## config.mk

```make
export PLATFORM = sky130hd
export DESIGN_NAME = thermostat_frame_check
export DESIGN_NICKNAME = d
export VERILOG_FILES = /design/src/rtl/thermostat_frame_check.sv
export SDC_FILE = /design/constraint.sdc
export NUM_CORES = 1
export LEC_CHECK = 0
export ABC_AREA = 1
export BUFFER_PORTS_ARGS = -buffer_cell sky130_fd_sc_hd__buf_2
export CAP_MARGIN = 20
export CORE_MARGIN = 2
export CORE_UTILIZATION = 49
export DETAILED_ROUTE_END_ITERATION = 8
export PLACE_DENSITY_LB_ADDON = 0.05
export SYNTH_ARGS = -nofsm -noshare
export SYNTH_HDL_FRONTEND = slang
export SYNTH_SLANG_ARGS = --single-unit
```

## constraint.sdc

```tcl
create_clock -name clock -period 1.8 [get_ports clock]
set_clock_uncertainty 0.15 [all_clocks]
set_input_delay 0.18 -clock clock [delete_from_list [all_inputs] [get_ports clock]]
set_output_delay 0.18 -clock clock [all_outputs]
set_load 0.01 [all_outputs]
```

## src/rtl/thermostat_frame_check.sv

```systemverilog
// Validates decoded thermostat frames, keeps good/bad counters, converts room temperature to
// BCD with an iterative double-dabble and time-multiplexes the digits for a 7-segment decoder.
module thermostat_frame_check #(
  parameter logic [31:0] EXPECTED_PREAMBLE = 32'h5555_5555,
  parameter logic [31:0] EXPECTED_CONSTANT = 32'h0000_0000,
  parameter int unsigned DIGIT_HOLD        = 1024
) (
  input  logic        clock,
  input  logic        reset_n,
  input  logic        frame_strobe,
  input  logic [31:0] preamble,
  input  logic [31:0] constant,
  input  logic [31:0] thermostat_id,
  input  logic [15:0] room_temp,
  input  logic [15:0] set_temp,
  input  logic [7:0]  state,
  output logic        frame_ok,
  output logic        frame_err,
  output logic        have_frame,
  output logic        overrun,
  output logic        clamped,
  output logic [7:0]  good_count,
  output logic [7:0]  bad_count,
  output logic [31:0] id_out,
  output logic [15:0] set_temp_out,
  output logic [7:0]  state_out,
  output logic [11:0] room_bcd,
  output logic        bcd_ready,
  output logic [3:0]  digit,
  output logic [1:0]  digit_place
);

  localparam int unsigned HoldW = (DIGIT_HOLD > 1) ? $clog2(DIGIT_HOLD) : 1;

  typedef enum logic [1:0] {StIdle, StCheck, StConvert} state_e;

  state_e state_q, state_d;
  logic   snap, do_ok, do_err, iter, finish, drop;

  logic [31:0] sh_pre_q, sh_con_q, sh_id_q;
  logic [15:0] sh_room_q, sh_set_q;
  logic [7:0]  sh_state_q;

  logic [9:0]  conv_bin_q;
  logic [11:0] conv_bcd_q;
  logic [3:0]  conv_cnt_q;
  logic [3:0]  ones_adj, tens_adj;
  logic [9:0]  room_sat;

  logic        frame_ok_q, frame_err_q, have_frame_q, overrun_q, clamped_q, bcd_ready_q;
  logic [7:0]  good_count_q, bad_count_q, state_out_q;
  logic [31:0] id_out_q;
  logic [15:0] set_temp_out_q;
  logic [11:0] room_bcd_q;
  logic [HoldW-1:0] hold_q;
  logic [1:0]  place_q;
  logic [3:0]  digit_sel;

  function automatic logic [3:0] dab_adjust(input logic [3:0] n);
    return (n >= 4'd5) ? n + 4'd3 : n;
  endfunction

  // Hundreds never reaches 5 before a shift because the converted value is at most 999.
  assign ones_adj = dab_adjust(conv_bcd_q[3:0]);
  assign tens_adj = dab_adjust(conv_bcd_q[7:4]);
  assign room_sat = (sh_room_q > 16'd999) ? 10'd999 : sh_room_q[9:0];

  always_comb begin
    state_d = state_q;
    snap    = 1'b0;
    do_ok   = 1'b0;
    do_err  = 1'b0;
    iter    = 1'b0;
    finish  = 1'b0;
    drop    = 1'b0;
    case (state_q)
      StIdle: begin
        if (frame_strobe) begin
          snap    = 1'b1;
          state_d = StCheck;
        end
      end
      StCheck: begin
        drop = frame_strobe;
        if (sh_pre_q == EXPECTED_PREAMBLE && sh_con_q == EXPECTED_CONSTANT) begin
          do_ok   = 1'b1;
          state_d = StConvert;
        end else begin
          do_err  = 1'b1;
          state_d = StIdle;
        end
      end
      StConvert: begin
        if (conv_cnt_q == 4'd10) begin
          // The result lands this edge, so a new frame may be taken at the same time.
          finish  = 1'b1;
          state_d = StIdle;
          if (frame_strobe) begin
            snap    = 1'b1;
            state_d = StCheck;
          end
        end else begin
          iter = 1'b1;
          drop = frame_strobe;
        end
      end
      default: state_d = StIdle;
    endcase
  end

  always_ff @(posedge clock or negedge reset_n) begin
    if (!reset_n) begin
      state_q        <= StIdle;
      sh_pre_q       <= '0;
      sh_con_q       <= '0;
      sh_id_q        <= '0;
      sh_room_q      <= '0;
      sh_set_q       <= '0;
      sh_state_q     <= '0;
      conv_bin_q     <= '0;
      conv_bcd_q     <= '0;
      conv_cnt_q     <= '0;
      frame_ok_q     <= 1'b0;
      frame_err_q    <= 1'b0;
      have_frame_q   <= 1'b0;
      overrun_q      <= 1'b0;
      clamped_q      <= 1'b0;
      bcd_ready_q    <= 1'b0;
      good_count_q   <= '0;
      bad_count_q    <= '0;
      id_out_q       <= '0;
      set_temp_out_q <= '0;
      state_out_q    <= '0;
      room_bcd_q     <= '0;
    end else begin
      state_q     <= state_d;
      frame_ok_q  <= do_ok;
      frame_err_q <= do_err;
      bcd_ready_q <= finish;
      if (snap) begin
        sh_pre_q   <= preamble;
        sh_con_q   <= constant;
        sh_id_q    <= thermostat_id;
        sh_room_q  <= room_temp;
        sh_set_q   <= set_temp;
        sh_state_q <= state;
      end
      if (drop) overrun_q <= 1'b1;
      if (do_ok) begin
        if (good_count_q != 8'hFF) good_count_q <= good_count_q + 8'd1;
        id_out_q       <= sh_id_q;
        set_temp_out_q <= sh_set_q;
        state_out_q    <= sh_state_q;
        clamped_q      <= (sh_room_q > 16'd999);
        conv_bin_q     <= room_sat;
        conv_bcd_q     <= '0;
        conv_cnt_q     <= '0;
      end
      if (do_err && bad_count_q != 8'hFF) bad_count_q <= bad_count_q + 8'd1;
      if (iter) begin
        conv_bcd_q <= {conv_bcd_q[10:8], tens_adj, ones_adj, conv_bin_q[9]};
        conv_bin_q <= {conv_bin_q[8:0], 1'b0};
        conv_cnt_q <= conv_cnt_q + 4'd1;
      end
      if (finish) begin
        room_bcd_q   <= conv_bcd_q;
        have_frame_q <= 1'b1;
      end
    end
  end

  always_ff @(posedge clock or negedge reset_n) begin
    if (!reset_n) begin
      hold_q  <= '0;
      place_q <= 2'd0;
    end else if (hold_q == HoldW'(DIGIT_HOLD - 1)) begin
      hold_q  <= '0;
      place_q <= (place_q == 2'd2) ? 2'd0 : place_q + 2'd1;
    end else begin
      hold_q <= hold_q + 1'b1;
    end
  end

  always_comb begin
    digit_sel = 4'hF;
    if (have_frame_q) begin
      case (place_q)
        2'd0:    digit_sel = room_bcd_q[3:0];
        2'd1:    digit_sel = room_bcd_q[7:4];
        default: digit_sel = room_bcd_q[11:8];
      endcase
    end
  end

  assign frame_ok     = frame_ok_q;
  assign frame_err    = frame_err_q;
  assign have_frame   = have_frame_q;
  assign overrun      = overrun_q;
  assign clamped      = clamped_q;
  assign good_count   = good_count_q;
  assign bad_count    = bad_count_q;
  assign id_out       = id_out_q;
  assign set_temp_out = set_temp_out_q;
  assign state_out    = state_out_q;
  assign room_bcd     = room_bcd_q;
  assign bcd_ready    = bcd_ready_q;
  assign digit        = digit_sel;
  assign digit_place  = place_q;

endmodule

```

# --- Word-level counts from Yosys, hierarchy flattened ---
# Cells that the tools add are included.
word_totals:
  reg_bits: 266
  in_bits: 139
  out_inout_bits: 96
  elab_cells: 84
op_classes:
  add_sub_neg: 7
  magnitude_cmp: 3
  n_eq_ne: 11
  muxes: 31
  n_reduce_logical: 8
op_table:
  columns: ["cell", "n"]
  rows:
  - ["$mux 10", 4]
  - ["$eq 32x31->1 const B", 1]
  - ["$logic_not 32->1", 1]
  - ["$mux 12", 2]
  - ["$mux 4", 5]
  - ["$add 8x1->8 const B", 2]
  - ["$gt 16x10->1 const B", 1]
  - ["$ne 8x8->1 const B", 2]
  - ["$mux 1", 12]
  - ["$add 10x1->10 const B", 1]
  - ["$eq 10x10->1 const B", 1]
  - ["$add 4x2->4 const B", 2]
  - ["$ge 4x3->1 const B", 2]
  - ["$mux 2", 4]
  - ["$pmux 4 s2", 1]
  - ["$pmux 2 s3", 1]
  - ["$add 4x1->4 const B", 1]
  - ["$eq 2x1->1 const B", 2]
  - ["$eq 2x2->1 const B", 2]
  - ["$eq 4x4->1 const B", 1]
  - ["$logic_not 2->1", 2]
  - ["$ne 2x2->1 const B", 2]
  - ["$pmux 1 s2", 2]
  - ["$reduce_and 2->1", 2]
  - ["3 further kinds", 4]

# --- Depth between registers and ports, before layout ---
depth:
  ltp_word: 6
  ltp_mapped: 12

# --- Worst setup path after synthesis ---
# OpenSTA, ideal clock, no wires.
synth_path:
  path_type: "reg-to-reg"
  from: "reg state_q[0]"
  to: "reg sh_con_q[13]"
  setup_ns: 0.125
  arrival_ns: 1.642
  required_time_ns: 1.525
  path_slack_ns: -0.117
  path_stages_with_launch: 9
  n_path_buf: 2
  cell_sequence: "dfrtp_1 > inv_1 > ha_1 > inv_1 > nor2_4 > o21ai_2 > buf_6 > buf_6 > mux2_4"
synth_via:
  elab_chain_len: 2
  elab_cells_between_ends: 3
synth_rtl:
  columns: ["element", "line", "source"]
  rows:
  - ["start, declared", "37", "state_e state_q, state_d;"]
  - ["start signal, assigned", "113", "state_q <= StIdle;"]
  - ["start signal, assigned", "136", "state_q <= state_d;"]
  - ["$eq 2x2->1 / $logic_not 2->1 (equally long branches)", "76", "case (state_q)"]
  - ["$pmux 1 s2 *", "76", null]
  - ["end signal, assigned", "142", "sh_con_q <= constant;"]
  - ["end, declared", "40", "logic [31:0] sh_pre_q, sh_con_q, sh_id_q;"]
# Mark *: on every way between the ends. The rest lies on a longest branch, timed or not.
# A chain may end at the register's enable or synchronous reset.

# --- Worst setup path in the final report ---
layout_path:
  from: "reg sh_pre_q[5]"
  to: "reg set_temp_out_q[7], in the netlist set_temp_out[7]"
layout_via:
  elab_chain_len: 4
layout_rtl:
  columns: ["element", "line", "source"]
  rows:
  - ["start, declared", "40", null]
  - ["start signal, assigned", "141", "sh_pre_q <= preamble;"]
  - ["$eq 32x31->1", "85", "if (sh_pre_q == EXPECTED_PREAMBLE && sh_con_q == EXPECTED_CONSTANT) begin"]
  - ["$logic_and 1x1->1", "85", null]
  - ["$mux 1", "85", null]
  - ["$mux 1", "76", null]
  - ["end signal, assigned", "152", "set_temp_out_q <= sh_set_q;"]
  - ["end, declared", "53", "logic [15:0] set_temp_out_q;"]
# Every way passes these cells.

==> impl_results.md <==
- Final setup fails: 228
- Yosys warning count: 0
- RSZ-0062 raised after global routing: yes
- Crit. Startpoint: sh_pre_q[5]
- Worst rel slew slack: 72.51%
- GPL Wtd Cong: 0.7619
- Gr usage total: 23.94%
- Crit path arrival time: 2.30 ns
- Post-route cell area: 17,160 um2
- Vias in the first global route: 9,567
- Antenna violations before repair: 1
- Critical R2R Launch: sh_pre_q[5]
- Peak supply drop: 0.0009390 V
- Met2 GRT Util: 41.95%
- Area grow syn2layout: 51.81%
- Die W: 155.9 um
- Comb power frac: 29.8%
- Sw Share: 27.77%
- Sequential Area: 6658 um2
- Core area: 22,640 um2
- Port bufs: 234
- Vias/cell: 4.963
- Worst skew pair latency: 0.53 ns
- Clk pin slew, worst setup/hold paths: 0.06 ns
- Slowest-stage cell, CP: dfrtp_1
- CP Buf/Inv Count: 3
- Placed Area: 13,270 um2
- Maxcap violations: 0
- Final Power: 0.02044 W
- Final Hold Viols: 0
- Post-DRT Antenna Nets: 0
- DRT Wirelength: 31.11 mm
- Area of the multi-input gates: 4903 um2
- Clk sink count: 266
- CTS H-tree depth: 1
- Worst setup SP type: register
- Syn Nets: 1,244
- Met3 usage: 5.056%
- Clock power share: 27.4%
- P_int: 0.01476 W
- Vias post-DR: 9,276
- Critical Path Most Common Cell: nand2_1
- Initial Util: 49.93%
- 1st-iter DRT viols: 436
- Largest net degree at the start of global routing: 70
- Critical Path Fanout Max: 8
- Setup WS post-layout: -0.1868 ns
- Mean Syn Cell Area: 10.35 um2
- FILL cells: 1,520
- Busiest grt layer: met2
- Nets: 1,719
- Slew @ Worst Pin: 0.4086 ns
- Final period utilization: 110.4%
- Final Max Tran Viols: 0
- DRC viols: 0
- IO Pins: 235
- First-pass GRT wire length: 46.88 mm
- Failing checks: setup timing
- Power density over the cells: 1191 nW/um2
- Min cycle time layout: 1.987 ns
- GRT overflow: 0
- Worst Path Required: 2.12 ns
- CTS root buf: clkbuf_16
- Static Leak: 9.015 nW
- Crit path kind: reg2reg
- Reg power frac: 42.8%
- Post-synthesis async set-or-reset flop share: 100.0%
- Worst path top cell family by delay: simple AND/OR/NAND/NOR gates
- Die Y: 155.9 um
- Achievable frequency: 503.3 MHz
- Max incr delay on CP: 0.38 ns
- Drt pass-1 iters: 5
- DR WL/cell: 16.65 um
- CP endpoint kind: register
- CTS tree: built
- Clock Tree Buf Depth: 3
- Main flop type after synthesis: dfrtp_1
- Std-Cell Rows: 55
- Met1 Use GR: 30.37%
- Final setup TNS: -23.04 ns
- Status: complete, but fails checks
- Critical Path, Cell by Cell: nor2_1 > nand3_1 > nor2_1 > nand2_1 > nor2_4 > nand3_4 > clkinv_4 > buf_6 > clkbuf_16 > nand2_1 > nand2_1
- Worst min-delay path class: in2async
- Sw power: 0.005675 W
- Die Area: 24,300 um2
- CTS Buf Count: 28
- Count of different cell masters after synthesis: 34
- Sequential area share after synthesis: 58.88%
- Hpwl dp: 17.51 mm
- Yosys reg bits: 266
- Worst slack, placed: -0.2080 ns
- Cells after Synth: 1,092
- EDFF count, synth: 0
- Post-synth design cell area: 11,300 um2
- Ratio of cells with drive above 1 in the final layout: 38.85%
[placed cells by master (no fill, tap or decap), types with 23 or more instances in the layout]
cell type and instances:
nand2_1 298, mux2_4 90, nand3_1 33, clkbuf_16 43, buf_4 52, buf_2 233, nand2_2 24, inv_1 47
nor2_1 72, o21ai_0 23, mux2_2 29, a21oi_1 25, dlygate4sd3_1 138, dfrtp_1 265
[worst min-delay path, stage by stage]
cell,delay [ns]
dlygate4sd3_1,0.56
buf_8,0.18
buf_12,0.20
[synth_stat cells (all sizes together) (4+ instances only)]
cell type	number	share of area, %
clkbuf	15	0.50
a21oi	37	1.6
nor2	99	3.4
dfrtp	266	59
buf	25	1.5
nand2	334	11
nor3	4	0.18
ha	13	1.4
inv	59	2.0
o21ai	25	1.1
mux2	119	13
nand4	19	1.1
xor2	15	1.2
nand3	46	2.1
xnor2	5	0.39
[path summary, 6_finish.rpt]
path,to,slack [ns],cells past startpoint
setup / recovery,set_temp_out[7],-0.19,11
min in group clock,sh_id_q[10],0.26,3
hold / removal,hold_q[2],0.1,3
hold reg to reg,overrun,0.31,1
max in group asynchronous,conv_bcd_q[4],1.01,3
setup reg to reg,set_temp_out[7],-0.19,11
[routing by layer]
| layer | up-vias | wire length (um) |
|---|---|---|
| met3 | 52 | 1579 |
| met1 | 4508 | 13360 |
| met4 | 0 | 749 |
| met2 | 221 | 15420 |
| met5 | - | 0 |
| li1 | 4495 | - |
[registers in the layout, indices dropped and copies added (netlist names), 8 cells and up]
| register | flops |
|---|---|
| bad_count | 8 |
| conv_bcd_q | 12 |
| conv_bin_q | 10 |
| good_count | 8 |
| hold_q | 10 |
| id_out | 32 |
| room_bcd | 12 |
| set_temp_out | 16 |
| sh_con_q | 32 |
| sh_id_q | 32 |
| sh_pre_q | 32 |
| sh_room_q | 16 |
| sh_set_q | 16 |
| sh_state_q | 8 |
| state_out | 8 |
[what timing repair did]
| item | in CTS | in global routing |
|---|---|---|
| gates cloned | 7 | 16 |
| hold buffers | 139 | 0 |
| buffers inserted | 13 | 16 |
| hold endpoints to repair | 405 | 0 |
| pin swaps | 9 | 36 |
| setup endpoints to repair | 226 | 261 |
| gates resized for setup | 51 | 193 |
[per-stage QoR]
step | hold WS (ns) | std cells | util [%]
2_1_floorplan | -0.2656 | 1092 | -
3_3_place_gp | -0.08385 | 1635 | 58.60
3_5_place_dp | -0.08543 | 1635 | 58.60
4_1_cts | 0.09572 | 1839 | 70.62
5_1_grt | 0.1056 | 1869 | 75.80
6_report | 0.09599 | 1869 | 75.80
[layout make-up]
type | count | area share, %
sequential | 266 | 38.79
multi-input combinational | 726 | 28.57
timing repair buffer | 483 | 23.96
clock buffer | 41 | 4.841
tap | 285 | 2.078
inverter | 60 | 1.378
clock inverter | 5 | 0.2916
timing repair inverter | 2 | 0.07291
antenna | 1 | 0.01458
[power groups by stage]
| stage | registers (W) | clock network (W) | logic, W |
|---|---|---|---|
| after floorplan | 0.00843 | 0 | 0.00290 |
| after CTS | 0.00856 | 0.00571 | 0.00484 |
| after global placement | 0.00859 | 0 | 0.00403 |
| after detailed placement | 0.00864 | 0 | 0.00414 |
| final | 0.00875 | 0.00559 | 0.00610 |
| after global routing | 0.00894 | 0.00594 | 0.00656 |
[logic make-up (layout without fill, tap and decap cells)]
| family | Yosys count | in the layout | share of synthesized area (%) |
|---|---|---|---|
| other | 0 | 1 | 0 |
| buffers and inverters | 100 | 591 | 3.995 |
| and+or+nand+nor | 509 | 509 | 18.32 |
| muxes | 119 | 119 | 12.85 |
| DFF | 266 | 266 | 58.88 |
| adders and majority gates | 13 | 13 | 1.439 |
| xor gates and xnor gates | 20 | 20 | 1.550 |
| AOI/OAI and AO/OA | 65 | 65 | 2.966 |
No activity file was read; power rests on OpenSTA's default activity.
